===== config.mk =====
export PLATFORM = sky130hd
export DESIGN_NAME = vend_txn_controller
export DESIGN_NICKNAME = d
export VERILOG_FILES = /design/src/rtl/vend_pkg.sv /design/src/rtl/vend_change_sel.sv /design/src/rtl/vend_txn_controller.sv
export SDC_FILE = /design/constraint.sdc
export NUM_CORES = 1
export LEC_CHECK = 0
export CELL_PAD_IN_SITES_DETAIL_PLACEMENT = 1
export CELL_PAD_IN_SITES_GLOBAL_PLACEMENT = 1
export CORE_MARGIN = 3
export CORE_UTILIZATION = 26
export CTS_CLUSTER_SIZE = 16
export DETAILED_ROUTE_END_ITERATION = 16
export DONT_BUFFER_PORTS = 1
export GPL_TIMING_DRIVEN = 0
export PLACE_DENSITY_LB_ADDON = 0.1
export SLEW_MARGIN = 20
export SYNTH_ARGS = -nofsm -noshare
export SYNTH_HDL_FRONTEND = slang
export SYNTH_SLANG_ARGS = --single-unit
export TNS_END_PERCENT = 50

===== constraint.sdc =====
create_clock -name clk -period 4.05 [get_ports clk]
set_clock_uncertainty 0.1 [all_clocks]
set_input_delay 0.81 -clock clk [delete_from_list [all_inputs] [get_ports clk]]
set_output_delay 0.81 -clock clk [all_outputs]
set_load 0.02 [all_outputs]

===== src/rtl/vend_pkg.sv =====
// Shared types and helpers for the vending transaction sequencer:
// FSM state encoding, coin denominations and the item price lookup.
package vend_pkg;

  typedef enum logic [1:0] {
    IDLE   = 2'd0,
    CHECK  = 2'd1,
    ITEM   = 2'd2,
    CHANGE = 2'd3
  } vend_state_e;

  localparam logic [1:0] COIN_5  = 2'b00;
  localparam logic [1:0] COIN_10 = 2'b01;
  localparam logic [1:0] COIN_20 = 2'b10;
  localparam logic [1:0] COIN_50 = 2'b11;

  function automatic logic [5:0] coin_value(input logic [1:0] code);
    logic [5:0] v;
    case (code)
      COIN_5:  v = 6'd5;
      COIN_10: v = 6'd10;
      COIN_20: v = 6'd20;
      default: v = 6'd50;
    endcase
    return v;
  endfunction

  // Prices come from the top-level parameters, so they are passed in.
  function automatic logic [31:0] price_of(input logic [1:0]  sel,
                                           input logic [31:0] p0,
                                           input logic [31:0] p1,
                                           input logic [31:0] p2,
                                           input logic [31:0] p3);
    logic [31:0] p;
    case (sel)
      2'd0:    p = p0;
      2'd1:    p = p1;
      2'd2:    p = p2;
      default: p = p3;
    endcase
    return p;
  endfunction

endpackage


===== src/rtl/vend_change_sel.sv =====
// Greedy change-coin selector: largest non-empty denomination (20/10/5)
// that does not exceed the remaining balance.
module vend_change_sel
  import vend_pkg::*;
#(
  parameter int BAL_W = 8
) (
  input  logic [BAL_W-1:0] balance_i,
  input  logic [2:0]       hop_empty_i,
  output logic             eligible_o,
  output logic [1:0]       chg_code_o
);

  always_comb begin
    eligible_o = 1'b0;
    chg_code_o = COIN_5;
    if (balance_i >= BAL_W'(coin_value(COIN_20)) && !hop_empty_i[2]) begin
      eligible_o = 1'b1;
      chg_code_o = COIN_20;
    end else if (balance_i >= BAL_W'(coin_value(COIN_10)) && !hop_empty_i[1]) begin
      eligible_o = 1'b1;
      chg_code_o = COIN_10;
    end else if (balance_i >= BAL_W'(coin_value(COIN_5)) && !hop_empty_i[0]) begin
      eligible_o = 1'b1;
      chg_code_o = COIN_5;
    end
  end

endmodule


===== src/rtl/vend_txn_controller.sv =====
// Vending transaction sequencer: coin credit, price check, item handoff and
// greedy change payout. Both handoffs use valid/ready: a transfer happens on
// a clock edge where valid && ready; valid and payload hold until then.
module vend_txn_controller
  import vend_pkg::*;
#(
  parameter int          BAL_W  = 8,
  parameter int unsigned PRICE0 = 15,
  parameter int unsigned PRICE1 = 25,
  parameter int unsigned PRICE2 = 40,
  parameter int unsigned PRICE3 = 65
) (
  input  logic             clk,
  input  logic             rst_n,
  input  logic             coin_valid_i,
  input  logic [1:0]       coin_code_i,
  input  logic             vend_req_i,
  input  logic [1:0]       item_sel_i,
  input  logic             cancel_i,
  input  logic [2:0]       hop_empty_i,
  output logic             item_valid_o,
  output logic [1:0]       item_id_o,
  input  logic             item_ready_i,
  output logic             chg_valid_o,
  output logic [1:0]       chg_code_o,
  input  logic             chg_ready_i,
  output logic [BAL_W-1:0] balance_o,
  output logic             busy_o,
  output logic             vend_ok_o,
  output logic             vend_fail_o,
  output logic             coin_reject_o,
  output logic             chg_short_o,
  output vend_state_e      dbg_state_o
);

  vend_state_e      state_q;
  logic [BAL_W-1:0] bal_q;
  logic [1:0]       sel_q, item_id_q, chg_code_q;
  logic             item_valid_q, chg_valid_q, busy_q;
  logic             vend_ok_q, vend_fail_q, coin_reject_q, chg_short_q;

  logic [BAL_W:0]   coin_sum;
  logic [BAL_W-1:0] bal_credit, price, chg_val;
  logic             sel_elig;
  logic [1:0]       sel_code;

  // Extra carry bit detects overflow; an overflowing coin is refused.
  assign coin_sum   = {1'b0, bal_q} + (BAL_W+1)'(coin_value(coin_code_i));
  assign bal_credit = (coin_valid_i && !coin_sum[BAL_W]) ? coin_sum[BAL_W-1:0] : bal_q;
  assign price      = BAL_W'(price_of(sel_q, PRICE0, PRICE1, PRICE2, PRICE3));
  assign chg_val    = BAL_W'(coin_value(chg_code_q));

  vend_change_sel #(.BAL_W(BAL_W)) u_change_sel (
    .balance_i   (bal_q),
    .hop_empty_i (hop_empty_i),
    .eligible_o  (sel_elig),
    .chg_code_o  (sel_code)
  );

  always_ff @(posedge clk or negedge rst_n) begin
    if (!rst_n) begin
      state_q       <= IDLE;
      bal_q         <= '0;
      sel_q         <= 2'd0;
      item_id_q     <= 2'd0;
      chg_code_q    <= COIN_5;
      item_valid_q  <= 1'b0;
      chg_valid_q   <= 1'b0;
      busy_q        <= 1'b0;
      vend_ok_q     <= 1'b0;
      vend_fail_q   <= 1'b0;
      coin_reject_q <= 1'b0;
      chg_short_q   <= 1'b0;
    end else begin
      vend_ok_q     <= 1'b0;
      vend_fail_q   <= 1'b0;
      coin_reject_q <= 1'b0;
      chg_short_q   <= 1'b0;
      if (coin_valid_i && state_q != IDLE) coin_reject_q <= 1'b1;
      case (state_q)
        IDLE: begin
          if (coin_valid_i && coin_sum[BAL_W]) coin_reject_q <= 1'b1;
          bal_q <= bal_credit;
          if (cancel_i) begin
            if (bal_credit != '0) begin
              state_q <= CHANGE;
              busy_q  <= 1'b1;
            end
          end else if (vend_req_i) begin
            sel_q   <= item_sel_i;
            state_q <= CHECK;
            busy_q  <= 1'b1;
          end
        end
        CHECK: begin
          if (bal_q >= price) begin
            bal_q        <= bal_q - price;
            item_valid_q <= 1'b1;
            item_id_q    <= sel_q;
            state_q      <= ITEM;
          end else begin
            vend_fail_q <= 1'b1;
            busy_q      <= 1'b0;
            state_q     <= IDLE;
          end
        end
        ITEM: begin
          if (item_ready_i) begin
            vend_ok_q    <= 1'b1;
            item_valid_q <= 1'b0;
            item_id_q    <= 2'd0;
            if (bal_q == '0) begin
              busy_q  <= 1'b0;
              state_q <= IDLE;
            end else begin
              // First coin is offered right away; later coins see a bubble.
              chg_valid_q <= sel_elig;
              chg_code_q  <= sel_code;
              state_q     <= CHANGE;
            end
          end
        end
        CHANGE: begin
          if (chg_valid_q) begin
            if (chg_ready_i) begin
              bal_q       <= bal_q - chg_val;
              chg_valid_q <= 1'b0;
              chg_code_q  <= COIN_5;
              if (bal_q == chg_val) begin
                busy_q  <= 1'b0;
                state_q <= IDLE;
              end
            end
          end else if (bal_q == '0) begin
            busy_q  <= 1'b0;
            state_q <= IDLE;
          end else if (sel_elig) begin
            chg_valid_q <= 1'b1;
            chg_code_q  <= sel_code;
          end else begin
            chg_short_q <= 1'b1;
            busy_q      <= 1'b0;
            state_q     <= IDLE;
          end
        end
        default: state_q <= IDLE;
      endcase
    end
  end

  assign item_valid_o  = item_valid_q;
  assign item_id_o     = item_id_q;
  assign chg_valid_o   = chg_valid_q;
  assign chg_code_o    = chg_code_q;
  assign balance_o     = bal_q;
  assign busy_o        = busy_q;
  assign vend_ok_o     = vend_ok_q;
  assign vend_fail_o   = vend_fail_q;
  assign coin_reject_o = coin_reject_q;
  assign chg_short_o   = chg_short_q;
  assign dbg_state_o   = state_q;

endmodule


==> After elaboration in Yosys (flattened, before gate mapping) <==
Index checks and enable logic that the tools add are counted.
{ "totals": {"reg_bits": 23, "latchBits": 0, "ram_bits": 0, "mem_bits_ro": 0, "in_bits": 14, "output_inout_bits": 21, "wordCells": 139, "n_memories": 0} }
{ "classes": {"n_addsub": 3, "mul": 0, "div_mod_pow": 0, "magnitude_cmp": 4, "n_eq_ne": 24, "n_shift": 0, "muxes": 68, "bitwise_logic": 1, "reduce_logical": 27} }
{ "op_table": {"columns": ["operator", "count"], "rows": [
  ["$mux W2", 20],
  ["$pmux W6 S3", 2],
  ["$mux W1", 34],
  ["$mux W8", 4],
  ["$pmux W8 S3", 1],
  ["$pmux W7 S3", 1],
  ["$ne A3 B3 Y1 const B", 6],
  ["$ne A2 B2 Y1 const B", 7],
  ["$reduce_and A6 Y1", 2],
  ["$eq A2 B2 Y1 const B", 5],
  ["$add A8 B6 Y9", 1],
  ["$reduce_and A3 Y1", 3],
  ["$eq A2 B1 Y1 const B", 4],
  ["$eq A8 B6 Y1", 1],
  ["$ge A8 B3 Y1 const B", 1],
  ["$ge A8 B4 Y1 const B", 1],
  ["$ge A8 B5 Y1 const B", 1],
  ["$ge A8 B8 Y1", 1],
  ["$logic_not A2 Y1", 4],
  ["$logic_not A8 Y1", 1],
  ["$pmux W2 S2", 2],
  ["$pmux W2 S4", 1],
  ["$reduce_and A8 Y1", 1],
  ["$reduce_bool A8 Y1", 1],
  ["11 further kinds", 22]
]} }

==> Longest topological paths before layout <==
Gate-level depths: netlist of the first run.
{ "logic_depth": {"depth_word": 10, "depth_mapped": 10, "ltp_nobuf": 10} }

==> By module <==
Synthesis of the first run repeated with hierarchy kept, for this count alone.
{ "unflattened": {"cells_unflattened": 296, "area_unflattened_um2": 2369.8} }
{ "by_module_without_submodules": {"columns": ["mod", "instances", "cells_each", "area_each_um2", "seq_area_each_um2"], "rows": [
  ["vend_txn_controller", 1, 285, 2304.7, 575.6],
  ["vend_change_sel", 1, 11, 65.1, 0.0]
]} }

==> Worst setup path after synthesis of the first run <==
No wires, ideal clock.
{ "synth_timing": {"kind": "input-to-reg", "from": "input port coin_code_i[0]", "to": "register state_q[0], in the netlist dbg_state_o[0]", "setup_time_ps": 139, "arrival_ps": 2724, "t_required_ps": 3811, "slack_ps": 1087, "cell_stages": 9, "path_buffers": 0, "cell_sequence": "nor2_1 ha_1 fa_1 a21o_1 a221oi_2 o21ai_1 mux2i_1 nor4_2 a221oi_2"} }
{ "synth_via": {"elab_chain_cells": 9, "elab_cells_between_ends": 11, "classes_between": "add/sub: 1; eq/ne: 3; mux: 2; reduce/logical: 5"} }
{ "synth_rtl": {"columns": ["item", "line_no", "text"], "rows": [
  ["from (decl)", "vend_txn_controller.sv:16", "input logic [1:0] coin_code_i,"],
  ["$eq A2 B2 Y1 (tied with other cells)", "vend_pkg.sv:19", "case (code)"],
  ["$pmux W6 S3 (*)", "vend_pkg.sv:19", null],
  ["$add A8 B6 Y9 (*)", "vend_txn_controller.sv:48", "assign coin_sum = {1'b0, bal_q} + (BAL_W+1)'(coin_value(coin_code_i));"],
  ["$logic_not A1 Y1", "vend_txn_controller.sv:49", "assign bal_credit = (coin_valid_i && !coin_sum[BAL_W]) ? coin_sum[BAL_W-1:0] : bal_q;"],
  ["$logic_and A1 B1 Y1", "vend_txn_controller.sv:49", null],
  ["$mux W8 (*)", "vend_txn_controller.sv:49", null],
  ["$reduce_bool A8 Y1 (*)", "vend_txn_controller.sv:85", "if (bal_credit != '0) begin"],
  ["$ne A3 B3 Y1 (no line) (*)", null, null],
  ["$reduce_and A6 Y1 (no line) (*)", null, null],
  ["to (signal assigned)", "vend_txn_controller.sv:62", "state_q <= IDLE;"],
  ["to (signal assigned)", "vend_txn_controller.sv:86", "state_q <= CHANGE;"],
  ["to (signal assigned)", "vend_txn_controller.sv:91", "state_q <= CHECK;"],
  ["to (decl)", "vend_txn_controller.sv:36", "vend_state_e state_q;"]
]} }
Mark *: on every way between the ends. The rest lies on a longest branch, timed or not.
A chain may end at the register's enable or synchronous reset.

==> Final worst setup path of the first run <==
{ "layout_timing": {"from": "register bal_q[0], in the netlist balance_o[0]", "to": "register state_q[0], in the netlist dbg_state_o[0]"} }
{ "layout_via": {"elab_chain_cells": 7, "elab_cells_between_ends": 25, "classes_between": "add/sub: 1; order compare: 3; eq/ne: 4; mux: 9; reduce/logical: 8"} }
{ "layout_rtl": {"columns": ["item", "line_no", "text"], "rows": [
  ["from (decl)", "vend_txn_controller.sv:37", "logic [BAL_W-1:0] bal_q;"],
  ["from (signal assigned)", "vend_txn_controller.sv:83", "bal_q <= bal_credit;"],
  ["from (signal assigned)", "vend_txn_controller.sv:97", "bal_q <= bal_q - price;"],
  ["from (signal assigned)", "vend_txn_controller.sv:126", "bal_q <= bal_q - chg_val;"],
  ["$add A8 B6 Y9 or $ge A8 B3 Y1 (tied branches)", "vend_txn_controller.sv:48, vend_change_sel.sv:23", null],
  ["$logic_not A1 Y1 or $logic_and A1 B1 Y1 (tied branches)", "vend_txn_controller.sv:49, vend_change_sel.sv:23", null],
  ["$logic_and A1 B1 Y1 or $mux W1 (tied branches)", "vend_txn_controller.sv:49, vend_change_sel.sv:23", null],
  ["$mux W8 or $mux W1 (tied branches)", "vend_txn_controller.sv:49, vend_change_sel.sv:20", null],
  ["$reduce_bool A8 Y1 or $mux W1 (tied branches)", "vend_txn_controller.sv:85, vend_change_sel.sv:17", null],
  ["$ne A3 B3 Y1 (no line) or $ne A4 B4 Y1 (tied branches)", null, null],
  ["$reduce_and A6 Y1 (no line)", null, null]
]} }
Parallel ways exist; a longest one is shown, timed or not. The select of a mux whose other input is x is not followed.

==> results of run 1 <==
[how the worst min path moves through the flow]
stage | start | to | slack, ns | depth (start not counted)
2_1_floorplan | rst_n | balance_o[0] | 0.41 | 0
3_3_place_gp | rst_n | chg_code_o[0] | 0.42 | 0
3_5_place_dp | rst_n | chg_code_o[0] | 0.42 | 0
4_1_cts | rst_n | chg_code_o[0] | 0.11 | 0
5_1_grt | rst_n | chg_code_o[0] | 0.1 | 0
6_report | rst_n | chg_code_o[0] | 0.11 | 0
[cell usage in the layout, fill, tap and decap left out, types with 2 or more instances in the layout]
cell type and instances:
sky130_fd_sc_hd__nand3_1 7, sky130_fd_sc_hd__nor2_1 20, sky130_fd_sc_hd__a21o_1 7, sky130_fd_sc_hd__nor3b_1 2
sky130_fd_sc_hd__nor4b_1 2, sky130_fd_sc_hd__mux2_2 4, sky130_fd_sc_hd__mux2i_1 4, sky130_fd_sc_hd__nand4_1 4
sky130_fd_sc_hd__a221oi_2 3, sky130_fd_sc_hd__o221ai_1 2, sky130_fd_sc_hd__xnor2_1 6, sky130_fd_sc_hd__a211oi_1 10
sky130_fd_sc_hd__o22a_1 2, sky130_fd_sc_hd__buf_6 4, sky130_fd_sc_hd__a311oi_1 2, sky130_fd_sc_hd__ha_1 19
sky130_fd_sc_hd__a31oi_1 6, sky130_fd_sc_hd__and2_1 4, sky130_fd_sc_hd__fa_1 3, sky130_fd_sc_hd__and4_1 2
sky130_fd_sc_hd__nor3_1 6, sky130_fd_sc_hd__nand2b_1 3, sky130_fd_sc_hd__nor2b_1 3, sky130_fd_sc_hd__dfrtp_1 23
sky130_fd_sc_hd__o21ai_1 2, sky130_fd_sc_hd__clkbuf_1 3, sky130_fd_sc_hd__inv_1 18, sky130_fd_sc_hd__o21a_1 10
sky130_fd_sc_hd__o31a_1 3, sky130_fd_sc_hd__nand2_1 21, sky130_fd_sc_hd__o22ai_1 7, sky130_fd_sc_hd__clkbuf_8 3
sky130_fd_sc_hd__o21ai_0 22, sky130_fd_sc_hd__xor2_1 3, sky130_fd_sc_hd__nor3_2 2, sky130_fd_sc_hd__a21oi_1 15
[metal layers]
metal	track usage, %	share of wire (%)	vias to the layer above
met5	0	0	-
met4	2.45	1.0	0
met3	2.89	3.8	9
met2	27.7	47	41
met1	22.6	48	1082
li1	-	-	1051
[logic make-up after synthesis]
group | after synthesis
AO/OA/AOI/OAI | 104
XOR/XNOR | 9
adder cells (fa/ha/maj) | 22
buffers and inverters | 25
flip-flops | 23
multiplexers | 8
AND/OR/NAND/NOR | 83
[power by group]
part / internal, mW / switching, mW / leakage, nW
Combinational: 0.801 / 1.13 / 0.712
Clock: 0.0707 / 0.0893 / 0.0228
Sequential: 0.329 / 0.314 / 0.276
Total: 1.20 / 1.53 / 1.01
[Yosys cell counts, types with 4 or more instances]
cell                       instances
sky130_fd_sc_hd__a21oi_1          15
sky130_fd_sc_hd__o21ai_0          22
sky130_fd_sc_hd__a21o_1            7
sky130_fd_sc_hd__inv_1            18
sky130_fd_sc_hd__xnor2_1           6
sky130_fd_sc_hd__o21a_1           10
sky130_fd_sc_hd__nand2_1          21
sky130_fd_sc_hd__nand4_1           4
sky130_fd_sc_hd__a31oi_1           6
sky130_fd_sc_hd__mux2i_1           4
sky130_fd_sc_hd__ha_1             19
sky130_fd_sc_hd__nor3_1            6
sky130_fd_sc_hd__a211oi_1         10
sky130_fd_sc_hd__buf_6             4
sky130_fd_sc_hd__nor2_1           20
sky130_fd_sc_hd__dfrtp_1          23
sky130_fd_sc_hd__and2_1            4
sky130_fd_sc_hd__mux2_2            4
sky130_fd_sc_hd__nand3_1           7
sky130_fd_sc_hd__o22ai_1           7
[layout make-up]
class / instances / share of cell area (%)
flip-flops and latches: 23 / 22.6
multi-input cells: 226 / 65.4
well taps: 108 / 5.31
plain buffers: 7 / 2.26
inverters: 18 / 2.65
clock buffers: 4 / 1.77
[sequential cells by signal, indices dropped and copies added, names as in the netlist, 2 cells and up]
name	cells
dbg_state_o	2
item_id_o	2
chg_code_o	2
balance_o	8
sel_q	2
[stage by stage]
stage / power [mW] / cells / util [%] / hold WS [ns] / instance area (µm²)
finish: 2.73 / 386 / 29.0 / 0.113 / 2540
global route: 3.03 / 386 / 29.0 / 0.0961 / 2540
CTS: 2.77 / 386 / 29.0 / 0.106 / 2540
detailed placement: 2.59 / 382 / 28.5 / 0.416 / 2500
global placement: 2.59 / 382 / 28.5 / 0.416 / 2500
floorplan: 2.05 / 274 / - / 0.414 / 2360
==> results.md, run 1 <==
Outcome:
- The flow ran to the end, and the final reports show no timing, DRC or antenna violations.

Global routing:
- The total global routing track utilization is 16.5%.
- The via count of the first global-routing pass came to 2359.
- Entering global routing, the biggest net connects 24 pins.
- The total congestion overflow is 0.
- The global-route wire length before repair is ~13000 µm.
- The initial antenna violation count is 0.

Synth:
- In the synthesized netlist the dominant register cell turns out to be sky130_fd_sc_hd__dfrtp_1.
- In the synthesized netlist, mux cells make up 3.60% of the area.
- The post-synthesis compound-gate area fraction is 32.1%.
- The netlist area before placement is 2360 µm².
- The basic-gate share of the synthesized area counting and, or, nand and nor cells is 18.7%.
- The per-instance average area after synthesis is 8.63 µm².
- The post-synthesis cell type count is 56.
- The number of enable flip-flop cells after synthesis is 0.
- The Yosys step of the flow raised 0 warnings.
- Of the total synthesized cell area, the portion taken by XOR and XNOR cells is 3.33%.
- The synthesized netlist devotes between 10% and 20% of its cell area to adder and majority cells.
- Sorting the synthesized cells by area gives the leading types as sky130_fd_sc_hd__dfrtp_1 24%, sky130_fd_sc_hd__ha_1 10%, sky130_fd_sc_hd__o21ai_0 4.7%.
- The net count after synthesis is 310.
- The largest area contributor in the synthesized netlist is sky130_fd_sc_hd__dfrtp_1.
- The post-synthesis sequential area ratio is approximately a quarter.
- After synthesis, the largest family of logic cells by area is compound AO/OA/AOI/OAI gates.
- Summed over its instances, the top area cell type makes up 24.3% of the synthesized netlist area.
- The async set-reset flop share out of synthesis is 100%.
- The register bit total from synthesis is 23.
- Synthesis handed over a netlist of approximately 270 instances.

Pwr:
- In this run the static leakage power is 1.01 nW.
- The maximum vdd drop is 0.000233 V.
- For this design the ratio of total power to cell area is between 1000 and 1500 nW/µm².

Worst setup path:
- The last element of the critical path is dbg_state_o[0].
- In this run the worst setup path begins at balance_o[0].
- The slack of the worst reg-to-reg path is 1.0 ns.
- The worst path required time is 4.10 ns.
- The startpoint-to-endpoint class of the critical path is reg -> reg.
- The endpoint class of the critical path is a flop.
- Walking the worst path, the cells encountered are ha_1, fa_1, a21o_1, a221oi_2, o21ai_1, mux2i_1, nor4_2, a221oi_2.
- The count of buffering cells on the critical path with inverters included is 0.
- The arrival time at the worst endpoint is 3.10 ns.
- The reg-to-reg endpoint is dbg_state_o[0].
- The maximum net fanout on the critical path is 6.
- The longest individual stage delay on the worst path is 0.56 ns.
- The cell that appears most often on the critical path is sky130_fd_sc_hd__a221oi_2.
- The startpoint identified for the worst register-to-register timing path is balance_o[0].
- The largest individual stage delay along the critical path comes from the cell sky130_fd_sc_hd__dfrtp_1.
- Counting cells, the worst reg-to-reg path comes to 8.
- The worst setup path is launched from a flop.
- On the critical path the largest part of the delay comes from compound AO/OA/AOI/OAI gates.
- The critical path crosses 8 cells after its start point.

Placed design:
- Detailed placement ended at an HPWL of 6540 µm.
- The congestion estimate from routability-driven global placement came to between 0.8 and 0.9.
- The count of input and output buffers is 0.
- The setup slack at placement is 0.766 ns.

Timing:
- The number of failing hold endpoints at the final stage is 0.
- The final cycle utilization of the critical path is 75.3%.
- The final-report max-slew violation count is 0.
- The worst slew margin relative to its limit is 45.7%.
- The setup total negative slack is 0 ns.
- The minimum clock period after layout is 3.05 ns.
- The least setup slack across all paths after layout is 0.999 ns.
- Setup repair after global routing left no endpoint under its margin.
- For the pin with the worst max-slew slack, the measured transition is approximately 0.81 ns.
- The maximum clock rate is 328 MHz.
- Setup violations remaining at the end of the flow were counted as 0.

Routing:
- The via count is ~2200.
- The number of optimization iterations in the first detailed-route pass is 4.
- In the final routed layout, each cell accounts on average for 21.1 µm.
- The per-cell via count in the routed design is 5.66.
- The detailed router finished its first iteration with 94 violations.
- In the routed design, unresolved DRC markers number 0.
- The final antenna-violating net count is 0.
- The routed design has 8130 µm of wire.

Floorplanning:
- The placeable core area is a little under 9000 µm².
- The die outline area is 10300 µm².
- The die is around 100 µm wide.
- The initial core utilization is a little over a quarter.
- 35 I/O pins were placed.
- In this run the core area contains 34 standard-cell rows.
- The die is 101 µm tall.

Final layout:
- The growth of design area from synthesis to finish is 7.62%.
- The repair_antennas step left the layout with diodes totalling 0.
- The layout net count is between 300 and 400.
- The total of fill cells in the finished design is 1053.
- In the final layout, the multi-input gates occupy ~1700 µm².
- The layout cell share with drive strength beyond 1 is between 8 and 9%.
- The combined flip-flop and latch cell area is between 500 and 600 µm².

Min path:
- The worst min-delay path category is in -> async.

Clock network:
- The root cell of the clock tree is sky130_fd_sc_hd__clkbuf_8.
- After clock tree synthesis, the repair step resized 0 gates.
- The post-CTS setup buffer count is 0.
- The total number of clock tree sinks is 23.
- The later pin in the worst-skew pair is clocked with a latency of 0.28 ns.
- The clock slew at the register clock pins of the worst setup and hold paths is 0.10 ns.
- The number of buffers on the longest clock path is 2.
- The total CTS buffers is 3.
- The number of hold buffers added after CTS was 0.
- TritonCTS built the clock tree.
- The maximum level of the CTS H-tree is 1.

Run:
- Max-cap violations in this run came to 0.
Note: power is estimated with default switching activity, not from simulation.
==> inputs of run 2 (changes only) <==
Clock period 4.05 ns to 3.03 ns, I/O delays scaled along.
==> results.md, run 2 (synthesis results as in run 1) <==
Pwr:
- In this run switching power makes up 55.7% of total power.
- The post-route total power is 3.72 mW.
- The maximum vdd drop is 0.000310 V.
- Power spread over the standard cell area amounts to approximately 1400 nW/µm².
- The analysis attributes to net switching a power of 2.07 mW.
- Combinational logic burns 71.0% of the power.
- The internal power of the cells totals 1.65 mW.
- The leakage power summed over all cells is between 1 and 1.5 nW.
- Registers are responsible for 23.3% of the overall power.
- Per report_power, the clock group accounts for 5.7% of the total.

Timing:
- Setup repair after global routing left no endpoint under its margin.
- The number of failing hold endpoints at the final stage was 0.
- The worst path uses 95.4% of the clock period.
- The actual transition at the worst max-transition pin is 0.785 ns.
- Derived from the worst setup path, the maximum achievable clock frequency is approximately 350 MHz.
- Counting I/O delays and the setup requirement, the final critical path takes 2.89 ns.
- Hold timing on the final database bottoms out at a slack of 0.0313 ns.
- The final-report max-slew violation count is 0.
- The worst slew margin relative to its limit is 47.2%.
- The final count of negative-setup-slack endpoints is 0.

Worst setup path:
- At the worst endpoint, the arrival time is 2.94 ns.
- In this run the critical register-to-register path is launched from balance_o[0].
- In this run the worst path has a maximum fanout of 6.
- The setup path with the least slack is of type reg -> reg.
- Data on the critical path is required at its endpoint by 3.08 ns.
- The kind of start point of the critical path is a flop.
- The worst setup path is captured at a flop.
- The launch point of the critical path is balance_o[0].

Clock network:
- The clock slew at the register clock pins of the worst setup and hold paths is roughly 0.10 ns.
- Buffers inserted during clock tree synthesis total 3.
- The maximum level of the CTS H-tree is 1.
- Counting every sink on the clock net gives 23.
- At the later pin of the worst-skew pair, clock insertion delay measures approximately 0.27 ns.
- The number of buffers on the longest clock path is 2.
- TritonCTS built the clock tree.
- The root cell of the clock tree is sky130_fd_sc_hd__clkbuf_8.

Final layout:
- The final layout contains 318 nets.
- The number of antenna diodes in the final layout is 0.
- The top cell types in the final layout, fill and taps aside, are 22 x sky130_fd_sc_hd__o21ai_0, 21 x sky130_fd_sc_hd__nand2_1, 20 x sky130_fd_sc_hd__nor2_1.
- The library cell used most frequently in the layout, excluding fill and tap cells, is sky130_fd_sc_hd__o21ai_0.
- Measured on the finished design, the core utilization comes to 29.7%.
- The growth of design area from synthesis to finish is 10.2%.
- The register with the most flip-flops in the layout has 8 of them.
- The layout cell share with drive strength beyond 1 is 12.5%.

Floorplanning:
- Measured along the y axis, the die boundary spans between 100 and 150 µm.
- The top-level port count is 35.
- After floorplanning, the core was sized to cover approximately 8800 µm².
- The number of cell rows is 34.
- From left edge to right edge, the die measures 101 µm.
- The die outline area is 10300 µm².
- The initial core utilization is 27.0%.

Routing:
- The total wire length is 8150 µm.
- In the routed layout, each cell is associated on average with a via count of 5.60.
- After the first detailed-routing iteration, the DRC count stood at 68.
- In the routed design, unresolved DRC markers number 0.
- The number of optimization iterations in the first detailed-route pass is 4.
- The average detailed-routed wire length per instance is 20.9 µm.
- The via count is 2178.
- The final antenna-violating net count is 0.

Global routing:
- Global routing used 16.5% of the available tracks.
- The total congestion overflow is 0.
- Entering global routing, the biggest net connects 24 pins.
- The initial antenna violation count is 0.
- The via count of the first global-routing pass came to 2365.
- The first global-routing pass estimated between 10000 and 15000 µm of wire.

Placed design:
- The congestion estimate from routability-driven global placement came to 0.842.
- The count of input and output buffers is 0.
- Once detailed placement completed, the half-perimeter wirelength came to roughly 6500 µm.

Min path:
- The worst min-delay path category is in -> async.

Outcome:
- The flow ran to the end, and the final reports show no timing, DRC or antenna violations.

Run:
- The total of max-cap violations is 0.
run 2: final timing paths:
check                      cells past startpoint  slack, ns        endpoint
max                                            8       0.14  dbg_state_o[0]
min                                            1       0.03   chg_code_o[0]
max reg2reg                                    8       0.14  dbg_state_o[0]
min reg2reg                                    2       0.48    item_id_o[0]
max in group asynchronous                      1       2.62        sel_q[0]
min in group clk                               1       0.35   coin_reject_o
run 2: critical path, stage by stage, from the launching register on:
cell	delay (ns)
sky130_fd_sc_hd__dfrtp_2	0.52
sky130_fd_sc_hd__ha_1	0.27
sky130_fd_sc_hd__fa_1	0.40
sky130_fd_sc_hd__a21o_1	0.26
sky130_fd_sc_hd__a221oi_4	0.32
sky130_fd_sc_hd__o21ai_1	0.20
sky130_fd_sc_hd__mux2i_1	0.20
sky130_fd_sc_hd__nor4_2	0.40
sky130_fd_sc_hd__a221oi_2	0.09
run 2: layout make-up:
cell class | instances | area (µm²)
tap | 108 | 135
multi-input combinational | 226 | 1680
timing repair buffer | 3 | 35.0
inverter | 18 | 67.6
clock buffer | 4 | 45.0
buffer | 7 | 57.6
fill | 1047 | 6160
sequential | 23 | 582
run 2: per-stage QoR:
step / instance area (µm²) / std cells / setup WS, ns / TNS [ns]
finish: 2610 / 389 / 0.139 / 0
global route: 2610 / 389 / 0.00488 / 0
CTS: 2570 / 387 / 0.0184 / 0
detailed placement: 2500 / 382 / -0.0646 / -0.116
global placement: 2500 / 382 / -0.0425 / -0.0847
floorplan: 2360 / 274 / 0.271 / 0
run 2: what timing repair did:
action / CTS / global route
hold buffers: 1 / 0
buffers inserted: 0 / 2
gates resized for setup: 2 / 6
pin swaps: 0 / 1
endpoints found under the hold margin: 23 / 0
setup endpoints to repair: 2 / 5
run 2: metal layers:
metal	share of wire (%)	up-vias	GRT usage, %
li1	-	1056	-
met1	47	1070	22.6
met2	47	41	27.6
met3	4.0	11	2.89
met4	1.3	0	2.45
met5	0	-	0
run 2: power groups by stage:
stage	clock network (mW)	registers (mW)	logic [mW]
after global routing	0.234	0.909	2.98
after floorplan	0	0.758	1.98
after global placement	0	0.875	2.58
after CTS	0.223	0.876	2.61
final	0.211	0.867	2.64
after detailed placement	0	0.879	2.58
==> inputs of run 3 (changes only) <==
Settings changed: CORE_ASPECT_RATIO from default to 0.9, SLEW_MARGIN 20 to default.
==> results.md, run 3 (synthesis results as in run 1) <==
Timing:
- Setup violations remaining at the end of the flow were counted as 0.
- The worst slew margin relative to its limit is 50.5%.
- The final-report max-slew violation count is 0.
- The minimum clock period after layout is 2.86 ns.
- The least setup slack across all paths after layout is 0.169 ns.
- The actual transition at the worst max-transition pin is 0.732 ns.
- Of the available clock period, the critical path in the final layout requires 94.4%.
- The maximum clock rate is 350 MHz.
- The number of failing hold endpoints at the final stage is 0.

Routing:
- The average detailed-routed wire length per instance is 21.1 µm.
- The via count is 2187.
- The number of design rule violations left after detail routing is 0.
- The first detailed-routing pass took 4 iterations.
- In this run, the number of DRC markers left after iteration 0 of detailed routing was 71.
- After detailed routing, the number of vias per cell comes to 5.45.
- The final layout contains routed wiring with a total length of 8450 µm.
- In this run the remaining antenna-violating nets after routing total 0.

Floorplanning:
- The die outline area is about 10000 µm².
- The floorplan die height is just under 100 µm.
- The die is 107 µm wide.
- The number of cell rows is 32.
- After floorplanning, the core was sized to cover 8730 µm².
- The initial core utilization is about 27%.
- The top-level port count is 35.

Worst setup path:
- The setup path with the least slack is of type reg -> reg.
- The arrival time at the worst endpoint is 2.92 ns.
- The endpoint class of the critical path is a flop.
- The worst setup path is launched from a flop.
- The launch point of the critical path is balance_o[0].
- The worst path required time is 3.09 ns.
- The maximum net fanout on the critical path is 6.
- The worst register-to-register path has a depth of 8.
- The reg-to-reg startpoint is balance_o[0].

Final layout:
- The most common cell after layout, fill and taps aside is sky130_fd_sc_hd__o21ai_0.
- Once layout is complete, the utilization of the core stands at 30.2%.
- In the layout the commonest cells are 22 x sky130_fd_sc_hd__o21ai_0, 21 x sky130_fd_sc_hd__nand2_1, 20 x sky130_fd_sc_hd__nor2_1.
- The flip-flop count of the largest register, all copies and words added is 8.
- The layout net count is between 300 and 400.
- The growth of design area from synthesis to finish is 11.5%.
- The layout cell share with drive strength beyond 1 is 12.8%.
- The antenna cell count is 0.
- The filler cells instantiated in the layout total 1069.

Global routing:
- The via count of the first global-routing pass is 2303.
- The total overflow left after global routing is 0.
- The first global-routing pass estimated roughly 13000 µm of wire.
- The total global routing track utilization is approximately 17%.
- The initial antenna violation count is 0.
- The largest net degree at the start of global routing is 24.

Placed design:
- The final weighted congestion in routability-driven placement is about 0.81.
- The count of input and output buffers is 0.
- The HPWL reported at the end of detailed placement is between 6000 and 7000 µm.
- Prior to clock tree synthesis, the placed netlist has a worst setup slack of -0.0319 ns.

Clock network:
- The clock insertion delay at the later pin of the skew report is 0.28 ns.
- CTS placed an instance of sky130_fd_sc_hd__clkbuf_8 at the clock tree root.
- In this run, CTS created clock tree buffers numbering 3.
- Counting along the longest clock path gives a buffer depth of 2.
- The clock slew at the register clock pins of the worst setup and hold paths is ~0.11 ns.
- The clock drives 23 sinks.
- CTS built an H-tree with a depth of 1.
- The CTS tree is built.

Run:
- Max-cap violations in this run came to 0.

Outcome:
- The flow ran to the end, and the final reports show no timing, DRC or antenna violations.

Min path:
- The worst hold path belongs to the class in -> async.
-- run 3: path summary, 6_finish.rpt --
kind / to / slack (ns)
max in group asynchronous: balance_o[0] / 2.64
max: dbg_state_o[0] / 0.17
min reg2reg: item_id_o[0] / 0.54
max reg2reg: dbg_state_o[0] / 0.17
min: chg_code_o[0] / 0.02
min in group clk: dbg_state_o[1] / 0.35
-- run 3: through the flow --
| stage | setup TNS, ns | instances | area [µm²] | hold slack [ns] |
|---|---|---|---|---|
| 2_1_floorplan | 0 | 274 | 2360 | 0.210 |
| 3_3_place_gp | -0.107 | 393 | 2510 | 0.211 |
| 3_5_place_dp | -0.0566 | 393 | 2510 | 0.211 |
| 4_1_cts | 0 | 398 | 2590 | 0.0191 |
| 5_1_grt | -0.0110 | 401 | 2640 | 0.0159 |
| 6_report | 0 | 401 | 2640 | 0.0196 |
-- run 3: routing by layer --
metal	share of wire (%)	routed length, µm	global-route usage, %	vias to the layer above
met4	0.43	36	1.92	0
met5	0	0	0	-
li1	-	-	-	1065
met3	3.9	332	3.19	4
met2	45	3810	27.9	35
met1	51	4270	24.1	1083
-- run 3: area by class of cell --
class | count | area [µm²] | area share (%)
buffer | 7 | 57.6 | 2.18
clock buffer | 3 | 41.3 | 1.57
clock inverter | 1 | 7.51 | 0.285
inverter | 18 | 67.6 | 2.56
multi-input combinational | 226 | 1690 | 64.1
sequential | 23 | 582 | 22.1
tap | 119 | 149 | 5.65
timing repair buffer | 4 | 42.5 | 1.61
-- run 3: worst max-delay path, cell delays in order (launching register included) --
cell and delay, ns:
sky130_fd_sc_hd__dfrtp_2 0.51, sky130_fd_sc_hd__ha_1 0.28, sky130_fd_sc_hd__fa_1 0.41, sky130_fd_sc_hd__a21o_1 0.24, sky130_fd_sc_hd__a21oi_1 0.20, sky130_fd_sc_hd__xnor2_1 0.12, sky130_fd_sc_hd__o41a_1 0.45, sky130_fd_sc_hd__nor4_4 0.34
sky130_fd_sc_hd__a221oi_2 0.08
-- run 3: timing repair --
action / in CTS / in global routing
buffers inserted: 0 / 3
pin swaps: 0 / 2
gates resized for setup: 1 / 7
setup endpoints to repair: 2 / 7
endpoints found under the hold margin: 23 / 0
hold buffers: 1 / 0
Power of run 3 is not shown: default switching activity piles up to over one toggle a cycle in this logic, so the estimate is an artifact.
